### config.mk
export PLATFORM = sky130hd
export DESIGN_NAME = mem_request_sequencer_flat
export DESIGN_NICKNAME = d
export VERILOG_FILES = /design/src/rtl/mem_request_sequencer_if.sv /design/src/rtl/mem_request_sequencer.sv /design/src/flat_wrapper.sv
export SDC_FILE = /design/constraint.sdc
export NUM_CORES = 1
export LEC_CHECK = 0
export BUFFER_PORTS_ARGS = -buffer_cell sky130_fd_sc_hd__buf_2
export CORE_MARGIN = 8
export CORE_UTILIZATION = 35
export CTS_BUF_LIST = sky130_fd_sc_hd__clkbuf_4 sky130_fd_sc_hd__clkbuf_8 sky130_fd_sc_hd__clkbuf_16
export DETAILED_ROUTE_END_ITERATION = 10
export PLACE_DENSITY_LB_ADDON = 0.2
export SLEW_MARGIN = 20
export SYNTH_ARGS = -nofsm -noshare
export SYNTH_HDL_FRONTEND = slang
export SYNTH_SLANG_ARGS = --single-unit
### constraint.sdc
create_clock -name clk -period 4.86 [get_ports clk]
set_input_delay 0.486 -clock clk [delete_from_list [all_inputs] [get_ports clk]]
set_output_delay 0.486 -clock clk [all_outputs]
set_load 0.005 [all_outputs]
### src/rtl/mem_request_sequencer_if.sv
// Requester, read-return and memory-side signals of mem_request_sequencer.
// The slave modport is the sequencer's view; master is the requester/memory side.
interface mem_request_sequencer_if #(
    parameter int ADDR_W = 26,
    parameter int DATA_W = 16
);
    logic              req_valid_i;
    logic              req_ready_o;
    logic              req_we_i;
    logic [ADDR_W-1:0] req_addr_i;
    logic [DATA_W-1:0] req_data_i;
    logic              rd_valid_o;
    logic [DATA_W-1:0] rd_data_o;
    logic              busy_o;
    logic              init_done_o;
    logic              mem_go_o;
    logic              mem_we_o;
    logic [ADDR_W-1:0] mem_addr_o;
    logic [DATA_W-1:0] mem_data_o;
    logic [DATA_W-1:0] mem_data_i;

    modport slave (
        input  req_valid_i, req_we_i, req_addr_i, req_data_i, mem_data_i,
        output req_ready_o, rd_valid_o, rd_data_o, busy_o, init_done_o,
               mem_go_o, mem_we_o, mem_addr_o, mem_data_o
    );

    modport master (
        output req_valid_i, req_we_i, req_addr_i, req_data_i, mem_data_i,
        input  req_ready_o, rd_valid_o, rd_data_o, busy_o, init_done_o,
               mem_go_o, mem_we_o, mem_addr_o, mem_data_o
    );
endinterface

### src/rtl/mem_request_sequencer.sv
// Request FIFO plus access sequencer in front of memory_interface: waits out RAM power-up,
// then issues queued requests one at a time as timed go pulses and returns read data.
module mem_request_sequencer #(
    parameter int ADDR_W        = 26,
    parameter int DATA_W        = 16,
    parameter int FIFO_DEPTH    = 4,
    parameter int INIT_CYCLES   = 20000,
    parameter int GO_CYCLES     = 4,
    parameter int ACCESS_CYCLES = 16
) (
    input logic                    clk,
    input logic                    rst_n,
    mem_request_sequencer_if.slave bus
);
    localparam int PTR_W   = $clog2(FIFO_DEPTH);
    localparam int CNT_W   = PTR_W + 1;
    localparam int ENTRY_W = 1 + ADDR_W + DATA_W;
    localparam int T_MAX0  = (INIT_CYCLES > GO_CYCLES) ? INIT_CYCLES : GO_CYCLES;
    localparam int T_MAX   = (T_MAX0 > ACCESS_CYCLES) ? T_MAX0 : ACCESS_CYCLES;
    localparam int TMR_W   = $clog2(T_MAX + 1);

    typedef enum logic [2:0] {
        S_INIT,
        S_IDLE,
        S_GO,
        S_WAIT,
        S_DONE
    } state_t;

    state_t             state;
    logic [TMR_W-1:0]   timer;

    logic [ENTRY_W-1:0] fifo_mem [FIFO_DEPTH];
    logic [PTR_W-1:0]   wr_ptr;
    logic [PTR_W-1:0]   rd_ptr;
    logic [CNT_W-1:0]   count;
    logic               ready_en;
    logic               full;
    logic               empty;
    logic               push;
    logic               pop;

    logic [ENTRY_W-1:0] head;
    logic               head_we;
    logic [ADDR_W-1:0]  head_addr;
    logic [DATA_W-1:0]  head_data;

    logic               go;
    logic               mem_we;
    logic [ADDR_W-1:0]  mem_addr;
    logic [DATA_W-1:0]  mem_data;
    logic               rd_valid;
    logic [DATA_W-1:0]  rd_data;
    logic               init_done;

    // ready_en keeps req_ready_o low until the first edge after reset release
    assign full            = (count == CNT_W'(FIFO_DEPTH));
    assign empty           = (count == '0);
    assign bus.req_ready_o = ready_en & ~full;
    assign push            = bus.req_valid_i & bus.req_ready_o;
    assign pop             = (state == S_IDLE) & ~empty;

    assign head      = fifo_mem[rd_ptr];
    assign head_we   = head[ENTRY_W-1];
    assign head_addr = head[DATA_W +: ADDR_W];
    assign head_data = head[DATA_W-1:0];

    always_ff @(posedge clk) begin
        if (push) begin
            fifo_mem[wr_ptr] <= {bus.req_we_i, bus.req_addr_i, bus.req_data_i};
        end
    end

    always_ff @(posedge clk or negedge rst_n) begin
        if (!rst_n) begin
            ready_en <= 1'b0;
            wr_ptr   <= '0;
            rd_ptr   <= '0;
            count    <= '0;
        end else begin
            ready_en <= 1'b1;
            if (push) wr_ptr <= wr_ptr + PTR_W'(1);
            if (pop)  rd_ptr <= rd_ptr + PTR_W'(1);
            count <= count + CNT_W'(push) - CNT_W'(pop);
        end
    end

    // Access sequencer; the memory-side fields stay latched until the next issue
    always_ff @(posedge clk or negedge rst_n) begin
        if (!rst_n) begin
            state     <= S_INIT;
            timer     <= '0;
            go        <= 1'b0;
            mem_we    <= 1'b0;
            mem_addr  <= '0;
            mem_data  <= '0;
            rd_valid  <= 1'b0;
            rd_data   <= '0;
            init_done <= 1'b0;
        end else begin
            case (state)
                S_INIT: begin
                    if (timer == TMR_W'(INIT_CYCLES - 1)) begin
                        init_done <= 1'b1;
                        timer     <= '0;
                        state     <= S_IDLE;
                    end else begin
                        timer <= timer + TMR_W'(1);
                    end
                end
                S_IDLE: begin
                    if (pop) begin
                        mem_we   <= head_we;
                        mem_addr <= head_addr;
                        mem_data <= head_data;
                        go       <= 1'b1;
                        timer    <= '0;
                        state    <= S_GO;
                    end
                end
                S_GO: begin
                    if (timer == TMR_W'(GO_CYCLES - 1)) begin
                        go    <= 1'b0;
                        timer <= '0;
                        state <= S_WAIT;
                    end else begin
                        timer <= timer + TMR_W'(1);
                    end
                end
                S_WAIT: begin
                    if (timer == TMR_W'(ACCESS_CYCLES - 1)) begin
                        if (!mem_we) begin
                            rd_data  <= bus.mem_data_i;
                            rd_valid <= 1'b1;
                        end
                        timer <= '0;
                        state <= S_DONE;
                    end else begin
                        timer <= timer + TMR_W'(1);
                    end
                end
                S_DONE: begin
                    rd_valid <= 1'b0;
                    state    <= S_IDLE;
                end
                default: begin
                    state <= S_INIT;
                end
            endcase
        end
    end

    assign bus.mem_go_o    = go;
    assign bus.mem_we_o    = mem_we;
    assign bus.mem_addr_o  = mem_addr;
    assign bus.mem_data_o  = mem_data;
    assign bus.rd_valid_o  = rd_valid;
    assign bus.rd_data_o   = rd_data;
    assign bus.init_done_o = init_done;
    assign bus.busy_o      = ~empty | ((state != S_IDLE) && (state != S_INIT));

endmodule

### src/flat_wrapper.sv
// flat-port wrapper written by rule: the top's interface ports become plain ports
module mem_request_sequencer_flat 
#(
    parameter int ADDR_W        = 26,
    parameter int DATA_W        = 16,
    parameter int FIFO_DEPTH    = 4,
    parameter int INIT_CYCLES   = 20000,
    parameter int GO_CYCLES     = 4,
    parameter int ACCESS_CYCLES = 16
)
  (clk, rst_n, bus_req_valid_i, bus_req_we_i, bus_req_addr_i, bus_req_data_i, bus_mem_data_i, bus_req_ready_o, bus_rd_valid_o, bus_rd_data_o, bus_busy_o, bus_init_done_o, bus_mem_go_o, bus_mem_we_o, bus_mem_addr_o, bus_mem_data_o);
  mem_request_sequencer_if #(.ADDR_W(ADDR_W), .DATA_W(DATA_W)) bus_i ();
  input logic clk;
  input logic rst_n;
  input wire logic [$bits(bus_i.req_valid_i)-1:0] bus_req_valid_i;
  input wire logic [$bits(bus_i.req_we_i)-1:0] bus_req_we_i;
  input wire logic [$bits(bus_i.req_addr_i)-1:0] bus_req_addr_i;
  input wire logic [$bits(bus_i.req_data_i)-1:0] bus_req_data_i;
  input wire logic [$bits(bus_i.mem_data_i)-1:0] bus_mem_data_i;
  output wire logic [$bits(bus_i.req_ready_o)-1:0] bus_req_ready_o;
  output wire logic [$bits(bus_i.rd_valid_o)-1:0] bus_rd_valid_o;
  output wire logic [$bits(bus_i.rd_data_o)-1:0] bus_rd_data_o;
  output wire logic [$bits(bus_i.busy_o)-1:0] bus_busy_o;
  output wire logic [$bits(bus_i.init_done_o)-1:0] bus_init_done_o;
  output wire logic [$bits(bus_i.mem_go_o)-1:0] bus_mem_go_o;
  output wire logic [$bits(bus_i.mem_we_o)-1:0] bus_mem_we_o;
  output wire logic [$bits(bus_i.mem_addr_o)-1:0] bus_mem_addr_o;
  output wire logic [$bits(bus_i.mem_data_o)-1:0] bus_mem_data_o;
  assign bus_i.req_valid_i = bus_req_valid_i;
  assign bus_i.req_we_i = bus_req_we_i;
  assign bus_i.req_addr_i = bus_req_addr_i;
  assign bus_i.req_data_i = bus_req_data_i;
  assign bus_i.mem_data_i = bus_mem_data_i;
  assign bus_req_ready_o = bus_i.req_ready_o;
  assign bus_rd_valid_o = bus_i.rd_valid_o;
  assign bus_rd_data_o = bus_i.rd_data_o;
  assign bus_busy_o = bus_i.busy_o;
  assign bus_init_done_o = bus_i.init_done_o;
  assign bus_mem_go_o = bus_i.mem_go_o;
  assign bus_mem_we_o = bus_i.mem_we_o;
  assign bus_mem_addr_o = bus_i.mem_addr_o;
  assign bus_mem_data_o = bus_i.mem_data_o;
  mem_request_sequencer #(.ADDR_W(ADDR_W), .DATA_W(DATA_W), .FIFO_DEPTH(FIFO_DEPTH), .INIT_CYCLES(INIT_CYCLES), .GO_CYCLES(GO_CYCLES), .ACCESS_CYCLES(ACCESS_CYCLES)) u_core (.clk(clk), .rst_n(rst_n), .bus(bus_i));
endmodule
# Word-level counts from Yosys, hierarchy flattened
# Memories as Yosys holds them, arrays and structs flattened. A register that Yosys moved wholly into a read port is not among the register bits.
# Cells that the tools add are included.
word_totals:
  word_cells: 70
  register_bits: 45
  mem_bits_rw: 172
  out_inout_bits: 64
  mem_count: 1
mem_list:
  columns: ["memory", "depth", "word_bits", "read_ports", "rd_clocked_by_memory_dff", "write_ports", "line_no", "text"]
  rows:
  - ["u_core.fifo_mem", 4, 43, 1, 1, 1, "mem_request_sequencer.sv:33", "logic [ENTRY_W-1:0] fifo_mem [FIFO_DEPTH];"]
classes:
  addsub: 5
  n_bitwise: 7
  muxes: 18
  eq_ne: 14
  reduce_logical: 15
ops:
  columns: ["op", "count"]
  rows:
  - ["$mux W15", 4]
  - ["$pmux W15 S4", 1]
  - ["$add A15 B1 Y15 const B", 1]
  - ["$eq A15 B15 Y1 const B", 1]
  - ["$eq A15 B2 Y1 const B", 1]
  - ["$eq A15 B4 Y1 const B", 1]
  - ["$pmux W3 S5", 1]
  - ["$mux W3", 4]
  - ["$reduce_and A3 Y1", 3]
  - ["$ne A2 B1 Y1 const B", 4]
  - ["$eq A3 B2 Y1 const B", 2]
  - ["$eq A3 B3 Y1 const B", 2]
  - ["$logic_not A3 Y1", 2]
  - ["$mux W1", 6]
  - ["$reduce_and A2 Y1", 3]
  - ["$add A2 B1 Y2 const B", 2]
  - ["$pmux W1 S2", 2]
  - ["$reduce_and A4 Y1", 1]
  - ["$reduce_bool A2 Y1", 2]
  - ["$reduce_bool A4 Y1", 1]
  - ["$add A3 B1 Y3", 1]
  - ["$and A1 B1 Y1", 3]
  - ["$eq A3 B1 Y1 const B", 1]
  - ["$ne A3 B1 Y1 const B", 1]
  - ["other kinds (7)", 9]

# Longest topological paths before layout
# Gate-level depths: netlist (run 1).
depth:
  depth_word: 6
  ltp_mapped: 10

# Worst setup path after synthesis (run 1)
# No wires, ideal clock.
synth_timing:
  kind: "flip-flop to flip-flop"
  start: "register u_core.state[1]"
  end: "register u_core.count[2]"
  required_time_ns: 4.737
  setup_time_ns: 0.123
  synth_period_minus_slack_ns: 2.366
  setup_slack_ns: 2.494
  arrival_time_ns: 2.243
  n_path_buf: 2
  path_stages_with_launch: 11
  path_cell_list: "dfrtp_1 clkbuf_1 nand2b_1 nor3_1 clkbuf_1 ha_1 inv_1 ha_1 fa_1 xor2_1 xnor2_1"
synth_via:
  elab_chain_cells: 3
synth_lines:
  columns: ["element", "line_no", "text"]
  rows:
  - ["from (decl)", "mem_request_sequencer.sv:30", "state_t state;"]
  - ["from (signal assigned)", "mem_request_sequencer.sv:91", "state <= S_INIT;"]
  - ["from (signal assigned)", "mem_request_sequencer.sv:106", "state <= S_IDLE;"]
  - ["from (signal assigned)", "mem_request_sequencer.sv:118", "state <= S_GO;"]
  - ["$eq A3 B1 Y1", "mem_request_sequencer.sv:61", "assign pop = (state == S_IDLE) & ~empty;"]
  - ["$and A1 B1 Y1", "mem_request_sequencer.sv:61", null]
  - ["via u_core.pop", "mem_request_sequencer.sv:41", "logic pop;"]
  - ["$sub A3 B1 Y3", "mem_request_sequencer.sv:84", "count <= count + CNT_W'(push) - CNT_W'(pop);"]
  - ["to (signal assigned)", "mem_request_sequencer.sv:84", null]
  - ["to (decl)", "mem_request_sequencer.sv:36", "logic [CNT_W-1:0] count;"]
# The timed path passes the listed nets, and every way through them passes these cells.
# A chain may end at the register's enable or synchronous reset.

# Worst setup path after layout (run 1)
layout_timing:
  start: "register u_core.timer[0]"
  end: "register u_core.timer[14]"
layout_via:
  elab_chain_cells: 3
  elab_cells_between_ends: 8
  cone_classes: "add/sub (1); eq/ne (3); mux (4)"
layout_lines:
  columns: ["element", "line_no", "text"]
  rows:
  - ["from (decl)", "mem_request_sequencer.sv:31", "logic [TMR_W-1:0] timer;"]
  - ["from (signal assigned)", "mem_request_sequencer.sv:108", "timer <= timer + TMR_W'(1);"]
  - ["from (signal assigned)", "mem_request_sequencer.sv:127", "timer <= timer + TMR_W'(1);"]
  - ["from (signal assigned)", "mem_request_sequencer.sv:139", "timer <= timer + TMR_W'(1);"]
  - ["$add A15 B1 Y15, or another cell as far along", "mem_request_sequencer.sv:108, mem_request_sequencer.sv:127, mem_request_sequencer.sv:139", null]
  - ["$mux W15 (on tied branches)", "mem_request_sequencer.sv:131, mem_request_sequencer.sv:103, mem_request_sequencer.sv:122", null]
  - ["$pmux W15 S4 (*)", "mem_request_sequencer.sv:101", "case (state)"]
# Every way passes the cells marked *; elsewhere a longest branch is shown, timed or not.

==> flow_metrics.tcl, run 1 <==
set metrics [dict create \
    status "finished, final reports clean" \
    io_pins 126 \
    clk_pin_slew_ns 0.07 \
    hold_path_class "in -> async" \
    hold_viol_final 0 \
    die-area_sq_mm 0.0346 \
    synth_cells 532 \
    h-tree-depth 1 \
    vdd_drop_max_uv 314 \
    worst_pin_slew_ns 0.954 \
    leakagePower_uw 0.00478 \
    synth_nets 602 \
    n_antenna_cell 0 \
    cts_resized 0 \
    area_growth_pct 20.8 \
    relSlewSlack_pct 36.4 \
    drtAntennaViolNets 0 \
    cts_buffer_depth 3 \
    total_power_uw 4720 \
    fmax_mhz 362 \
    period_share_pct 56.8 \
    synth_area_sq_mm 0.0101 \
    critPathLaunchType "flop" \
    grt_antenna_before_repair 6 \
    grt_max_degree 53 \
    start_util_pct 35.3 \
    die_w_microns 186 \
    detail_route.wl_per_cell_microns 19.6 \
    drive_gt1_share_pct 43.8 \
    setup_ws_ns 2.10 \
    worst_ep_arrival_time_ns 3.17 \
    yosys_warnings 0 \
    preCtsSetupSlack_ns 2.06 \
    yosysSeqAreaShare_pct 72.8 \
    avgSynthCellArea_sq_um 19.0 \
    postCtsSetupRepairBufs 0 \
    routabilityCongestion 0.757 \
    rows 62 \
    synth_seq_cells 260 \
    fin_nets 742 \
    pwr_density_cell_mw_per_mm2 387 \
    setup_viol 0 \
    cts_tree "built" \
    numCtsBuffers 28 \
    grt-ovfl-total 0 \
    cts_root_buffer "clkbuf_16" \
    port_buffers 125 \
    fillers 2551 \
    cap_violations 0 \
    grt_pass1_wl_microns 33000 \
    grt_setup_unrepaired "false" \
    drcViolationCount 0 \
    critPathMaxFanout 15 \
    grt_pass1_vias 5739 \
    die_h_microns 186 \
    async_flop_share_pct 33.8 \
    slew_violations 0 \
    grt_usage_pct 12.3 \
    wl_microns 21100 \
    period_minus_slack_ns 2.76 \
    crit_type "reg -> reg" \
    drt_pass1_iterations 4 \
    worst_setup_path_end_kind "flop" \
    synthFlopType "edfxtp_1" \
    vias 5256 \
    hold_slack_ns 0.0109 \
    drt_iter0_drc 281 \
    fin_worst_skew_ns 0.0235 \
    synth-edff-count 172 \
    hpwl_microns 13100 \
    fin_tns_setup_ns 0 \
    ff2ff_setup_slack_ns 2.10 \
    viasPerCell 4.88 \
    core_region_area_sq_mm 0.0286 \
    cts.hold.buffers_added 0 \
    critical_path_required_ns 5.27 \
    clock_latency_ns 0.55 \
    synth_cell_type_count 51 \
    cts.sinks 260 \
]
==> synthesized netlist by cell type (2+ instances only) <==
| cell type | count | area (sq um) |
|---|---|---|
| edfxtp_1 | 172 | 5160 |
| dfrtp_1 | 88 | 2200 |
| mux2_2 | 50 | 563 |
| mux4_2 | 43 | 968 |
| nand2_1 | 16 | 60.1 |
| buf_2 | 14 | 70.1 |
| inv_1 | 13 | 48.8 |
| nand3_1 | 12 | 60.1 |
| mux2_4 | 9 | 135 |
| and3_1 | 8 | 50.1 |
| clkbuf_1 | 8 | 30.0 |
| nor2_1 | 8 | 30.0 |
| o21ai_0 | 8 | 40.0 |
| a31oi_1 | 7 | 43.8 |
| ha_1 | 7 | 87.6 |
| nor3_1 | 5 | 25.0 |
| or3_1 | 5 | 31.3 |
| o22ai_1 | 4 | 25.0 |
| o31ai_1 | 4 | 30.0 |
| xnor2_1 | 4 | 35.0 |
| and2_1 | 3 | 18.8 |
| nand2b_1 | 3 | 18.8 |
| nand4_1 | 3 | 18.8 |
| o211ai_1 | 3 | 22.5 |
| a21o_1 | 2 | 15.0 |
| a31o_2 | 2 | 17.5 |
| a41oi_1 | 2 | 17.5 |
| and4_1 | 2 | 17.5 |
| and4_2 | 2 | 20.0 |
| nand3b_1 | 2 | 15.0 |
| o311ai_0 | 2 | 17.5 |
| xor2_1 | 2 | 17.5 |
==> where the power goes <==
group	switching, uW	internal, uW	leakage (uW)
clock	871	1430	0.000507
combinational	37.4	18.6	0.00153
sequential	0.142	2360	0.00274
total	908	3820	0.00478
==> routing by layer <==
metal | GRT usage [%] | vias up | part of all wire [%]
met5 | 0 | - | 0.31
met4 | 3.14 | 12 | 2.2
met3 | 3.26 | 45 | 6.6
met2 | 20.1 | 159 | 47
met1 | 16.1 | 2671 | 44
li1 | - | 2369 | -
==> worst paths after layout <==
kind | from | to | cells past startpoint
setup / recovery | u_core.timer[0] | u_core.timer[14] | 6
hold / removal | rst_n | u_core.bus.mem_addr_o[14] | 1
setup reg to reg | u_core.timer[0] | u_core.timer[14] | 6
hold reg to reg | u_core.bus.init_done_o | u_core.bus.init_done_o | 1
max in group asynchronous | rst_n | u_core.rd_ptr[0] | 2
min in group clk | bus_req_addr_i[0] | u_core.fifo_mem[0][16] | 1
==> sequential cells by signal, indices dropped and copies added, names as in the netlist <==
register	cells
u_core.bus.mem_go_o	1
u_core.ready_en	1
u_core.rd_ptr	2
u_core.bus.mem_we_o	1
u_core.state	3
u_core.bus.rd_valid_o	1
u_core.bus.mem_data_o	16
u_core.wr_ptr	2
u_core.bus.init_done_o	1
u_core.count	3
u_core.bus.rd_data_o	16
u_core.timer	15
u_core.bus.mem_addr_o	26
u_core.fifo_mem	172
==> layout make-up <==
| type | count | area [sq um] | area share, % |
|---|---|---|---|
| clock buffer | 33 | 751 | 6.15 |
| clock inverter | 19 | 282 | 2.30 |
| inverter | 13 | 48.8 | 0.399 |
| multi-input combinational | 235 | 2590 | 21.2 |
| sequential | 260 | 7370 | 60.3 |
| tap | 384 | 480 | 3.93 |
| timing repair buffer | 134 | 696 | 5.69 |
==> cells by family after synthesis <==
family          count (synthesis)  synth area share (%)
buf+inv                        37                  1.71
other cells                     1                0.0371
flops                         260                  72.8
fa+ha+maj                       8                  1.06
simple gates                   78                  4.68
mux                           102                  16.5
xor+xnor                        6                 0.519
compound gates                 40                  2.71
==> worst max-delay path: stages (launching register included) <==
cell	delay (ns)
dfrtp_1	0.42
ha_1	0.28
nor4b_4	0.16
and4_2	0.26
a21oi_2	0.52
nand3b_1	0.54
o311ai_0	0.46
==> cells in the final DEF (no fill, tap or decap), types with 3 or more instances in the layout <==
cell,count
nand2b_1,3
mux2_4,9
mux2_2,50
o22ai_1,4
ha_1,7
o21ai_0,8
nand2_1,16
and3_2,4
nand3_1,12
o31ai_1,4
clkbuf_16,28
nor3_1,4
nand4_1,3
xnor2_1,4
and3_1,4
o211ai_1,3
bufinv_16,6
and2_1,3
clkinv_2,7
buf_2,124
a31oi_1,7
or3_1,5
clkbuf_4,3
nor2_1,8
buf_4,10
inv_1,13
mux4_2,43
dfrtp_1,86
edfxtp_1,172
==> per-stage QoR <==
step | util (%) | area [sq um] | std cells
final | 42.7 | 12200 | 1078
after global routing | 42.7 | 12200 | 1078
after CTS | 42.7 | 12200 | 1078
after detailed placement | 39.1 | 11200 | 1026
after global placement | 39.1 | 11200 | 1026
after floorplan | - | 10100 | 532
Power figures use the tool's default switching activity.
==> run 2, diff against run 1 <==
Clock period 4.86 ns to 2.28 ns, I/O delays scaled along.
==> run 2 against run 1 <==
Sequential cell count did not move. Non-clock buffer count rose by 73. Hold slack improved by 0.18 ns. Final cell count rose by 7.0%. Critical path depth fell by 3. Combinational power rose to 3.7 times the previous value. Global-route usage rose by 0.39 points. Utilization rose by 2.7 points. Critical path type is now reg -> out. Highest routed layer is now met4.
==> flow_metrics.tcl, run 2 (same netlist as run 1, synthesis figures left out) <==
set metrics [dict create \
    status "finished, final reports clean" \
    routabilityCongestion 0.768 \
    grt_antenna_before_repair 0 \
    timing.rr.start "u_core.timer[0]" \
    hold-path-cell-count 3 \
    critical_path_required_ns 2.05 \
    pwr_density_cell_mw_per_mm2 767 \
    slew_violations 0 \
    drive_gt1_share_pct 41.2 \
    drtAntennaViolNets 0 \
    grt_pass1_vias 6263 \
    hold_viol_final 0 \
    hold_slack_ns 0.194 \
    vias 5547 \
    p_switching_uw 1880 \
    grt-ovfl-total 0 \
    critPathLaunchType "flop" \
    met1_usage_pct 15.7 \
    period_share_pct 92.6 \
    detail_route.wl_per_cell_microns 18.8 \
    cts_buffer_depth 3 \
    comb_power_share_pct 2.1 \
    seq_power_share_pct 50.6 \
    max_stage_delay_ns 0.45 \
    top_register "u_core.fifo_mem" \
    final_cell_mix "172 x edfxtp_1, 124 x buf_2, 86 x dfrtp_1, 60 x dlygate4sd3_1, 50 x mux2_2" \
    grtUsageMet2_pct 22.1 \
    cpMaxStageDelayCell "or3_1" \
    drcViolationCount 0 \
    cts.sinks 260 \
    hpwl_microns 13000 \
    largest_register_ffs 172 \
    port_buffers 125 \
    relSlewSlack_pct 49.7 \
    crit_type "reg -> out" \
    worst_pin_slew_ns 0.755 \
    cap_violations 0 \
    h-tree-depth 1 \
    die_h_microns 186 \
    worst_setup_path_end_kind "primary output" \
    r2r_cells 7 \
    top_usage_layer "met2" \
    p_clk_share_pct 47.3 \
    final_common_cell "edfxtp_1" \
    grt_usage_pct 12.7 \
    die_w_microns 186 \
    cts_root_buffer "clkbuf_16" \
    fmax_mhz 474 \
    clock_latency_ns 0.55 \
    fin_nets 816 \
    io_pins 126 \
    fillers 2493 \
    grt_pass1_wl_microns 34300 \
    worst_ep_arrival_time_ns 1.88 \
    hold_end "u_core.wr_ptr[0]" \
    clk_pin_slew_ns 0.06 \
    grt_max_degree 47 \
    area_growth_pct 28.3 \
    p_int_uw 8070 \
    vdd_drop_max_uv 551 \
    netSwitchingFraction_pct 18.9 \
    crit_chain "or3_1 -> or3_1 -> buf_2" \
    fin_worst_skew_ns 0.0132 \
    viasPerCell 4.81 \
    leakagePower_uw 0.00511 \
    numCtsBuffers 29 \
    grt_setup_unrepaired "false" \
    setup_viol 0 \
    critPathMostFrequentCell "or3_1" \
    drt_pass1_iterations 4 \
    hold_path_class "in -> reg" \
    start_util_pct 35.3 \
    cts_tree "built" \
    critPathMaxFanout 4 \
    period_minus_slack_ns 2.11 \
    wl_microns 21700 \
    die-area_sq_mm 0.0346 \
    core_region_area_sq_mm 0.0286 \
    rows 62 \
    crit_path_start "u_core.count[2]" \
    grt.met3_usage_pct 3.03 \
    worst_r2r_endpoint "u_core.timer[9]" \
    fin_tns_setup_ns 0 \
    n_antenna_cell 0 \
    total_power_uw 9960 \
    drt_iter0_drc 269 \
    fin_util_pct 45.3 \
    ff2ff_setup_slack_ns 0.18 \
    hp-start "bus_req_valid_i" \
]
[run 2: power by group through the flow]
stage / Sequential [uW] / Clock [uW] / Combinational, uW
final: 5040 / 4710 / 206
after global routing: 5040 / 5040 / 228
after CTS: 5040 / 4850 / 211
after detailed placement: 5130 / 0 / 127
after global placement: 5140 / 0 / 118
after floorplan: 5140 / 0 / 0.999
[run 2: how the worst max path moves through the flow]
stage | slack (ns) | depth (start not counted) | end
after global routing | 0.01 | 6 | u_core.timer[12]
after CTS | 0.13 | 8 | u_core.count[2]
after detailed placement | 0.14 | 8 | u_core.count[2]
after floorplan | 0.05 | 10 | u_core.count[2]
final | 0.17 | 3 | bus_busy_o
after global placement | 0.20 | 8 | u_core.count[2]
[run 2: timing repair]
item / 4_1_cts / 5_1_grt
buffers inserted: 0 / 1
gates resized for setup: 0 / 1
endpoints found under the setup margin: 0 / 3
endpoints found under the hold margin: 214 / 0
hold buffers: 60 / 0
[run 2: area by class of cell]
class,count,area (sq um),share of cell area (%)
well taps,384,480,3.70
clock inverters,11,140,1.08
multi-input cells,235,2590,20.0
repair buffers,207,1490,11.5
inverters,13,48.8,0.376
flip-flops and latches,260,7370,56.8
clock buffers,43,850,6.55
[run 2: worst max-delay path, delay by kind of cell (launching register included)]
family,cells,cell delay (ns)
flops,1,0.42
simple gates,2,0.79
buf+inv,1,0.14
[run 2: metal layers]
| metal | part of all wire, % | vias to the layer above |
|---|---|---|
| li1 | - | 2531 |
| met1 | 42 | 2837 |
| met2 | 50 | 138 |
| met3 | 5.8 | 41 |
| met4 | 2.2 | 0 |
| met5 | 0 | - |
[run 2: metrics by stage]
stage | area [sq um] | setup WS (ns) | instances
floorplan | 10100 | 0.0537 | 532
global placement | 11400 | 0.201 | 1038
detailed placement | 11400 | 0.144 | 1038
CTS | 13000 | 0.131 | 1152
global route | 13000 | 0.0102 | 1153
finish | 13000 | 0.169 | 1153
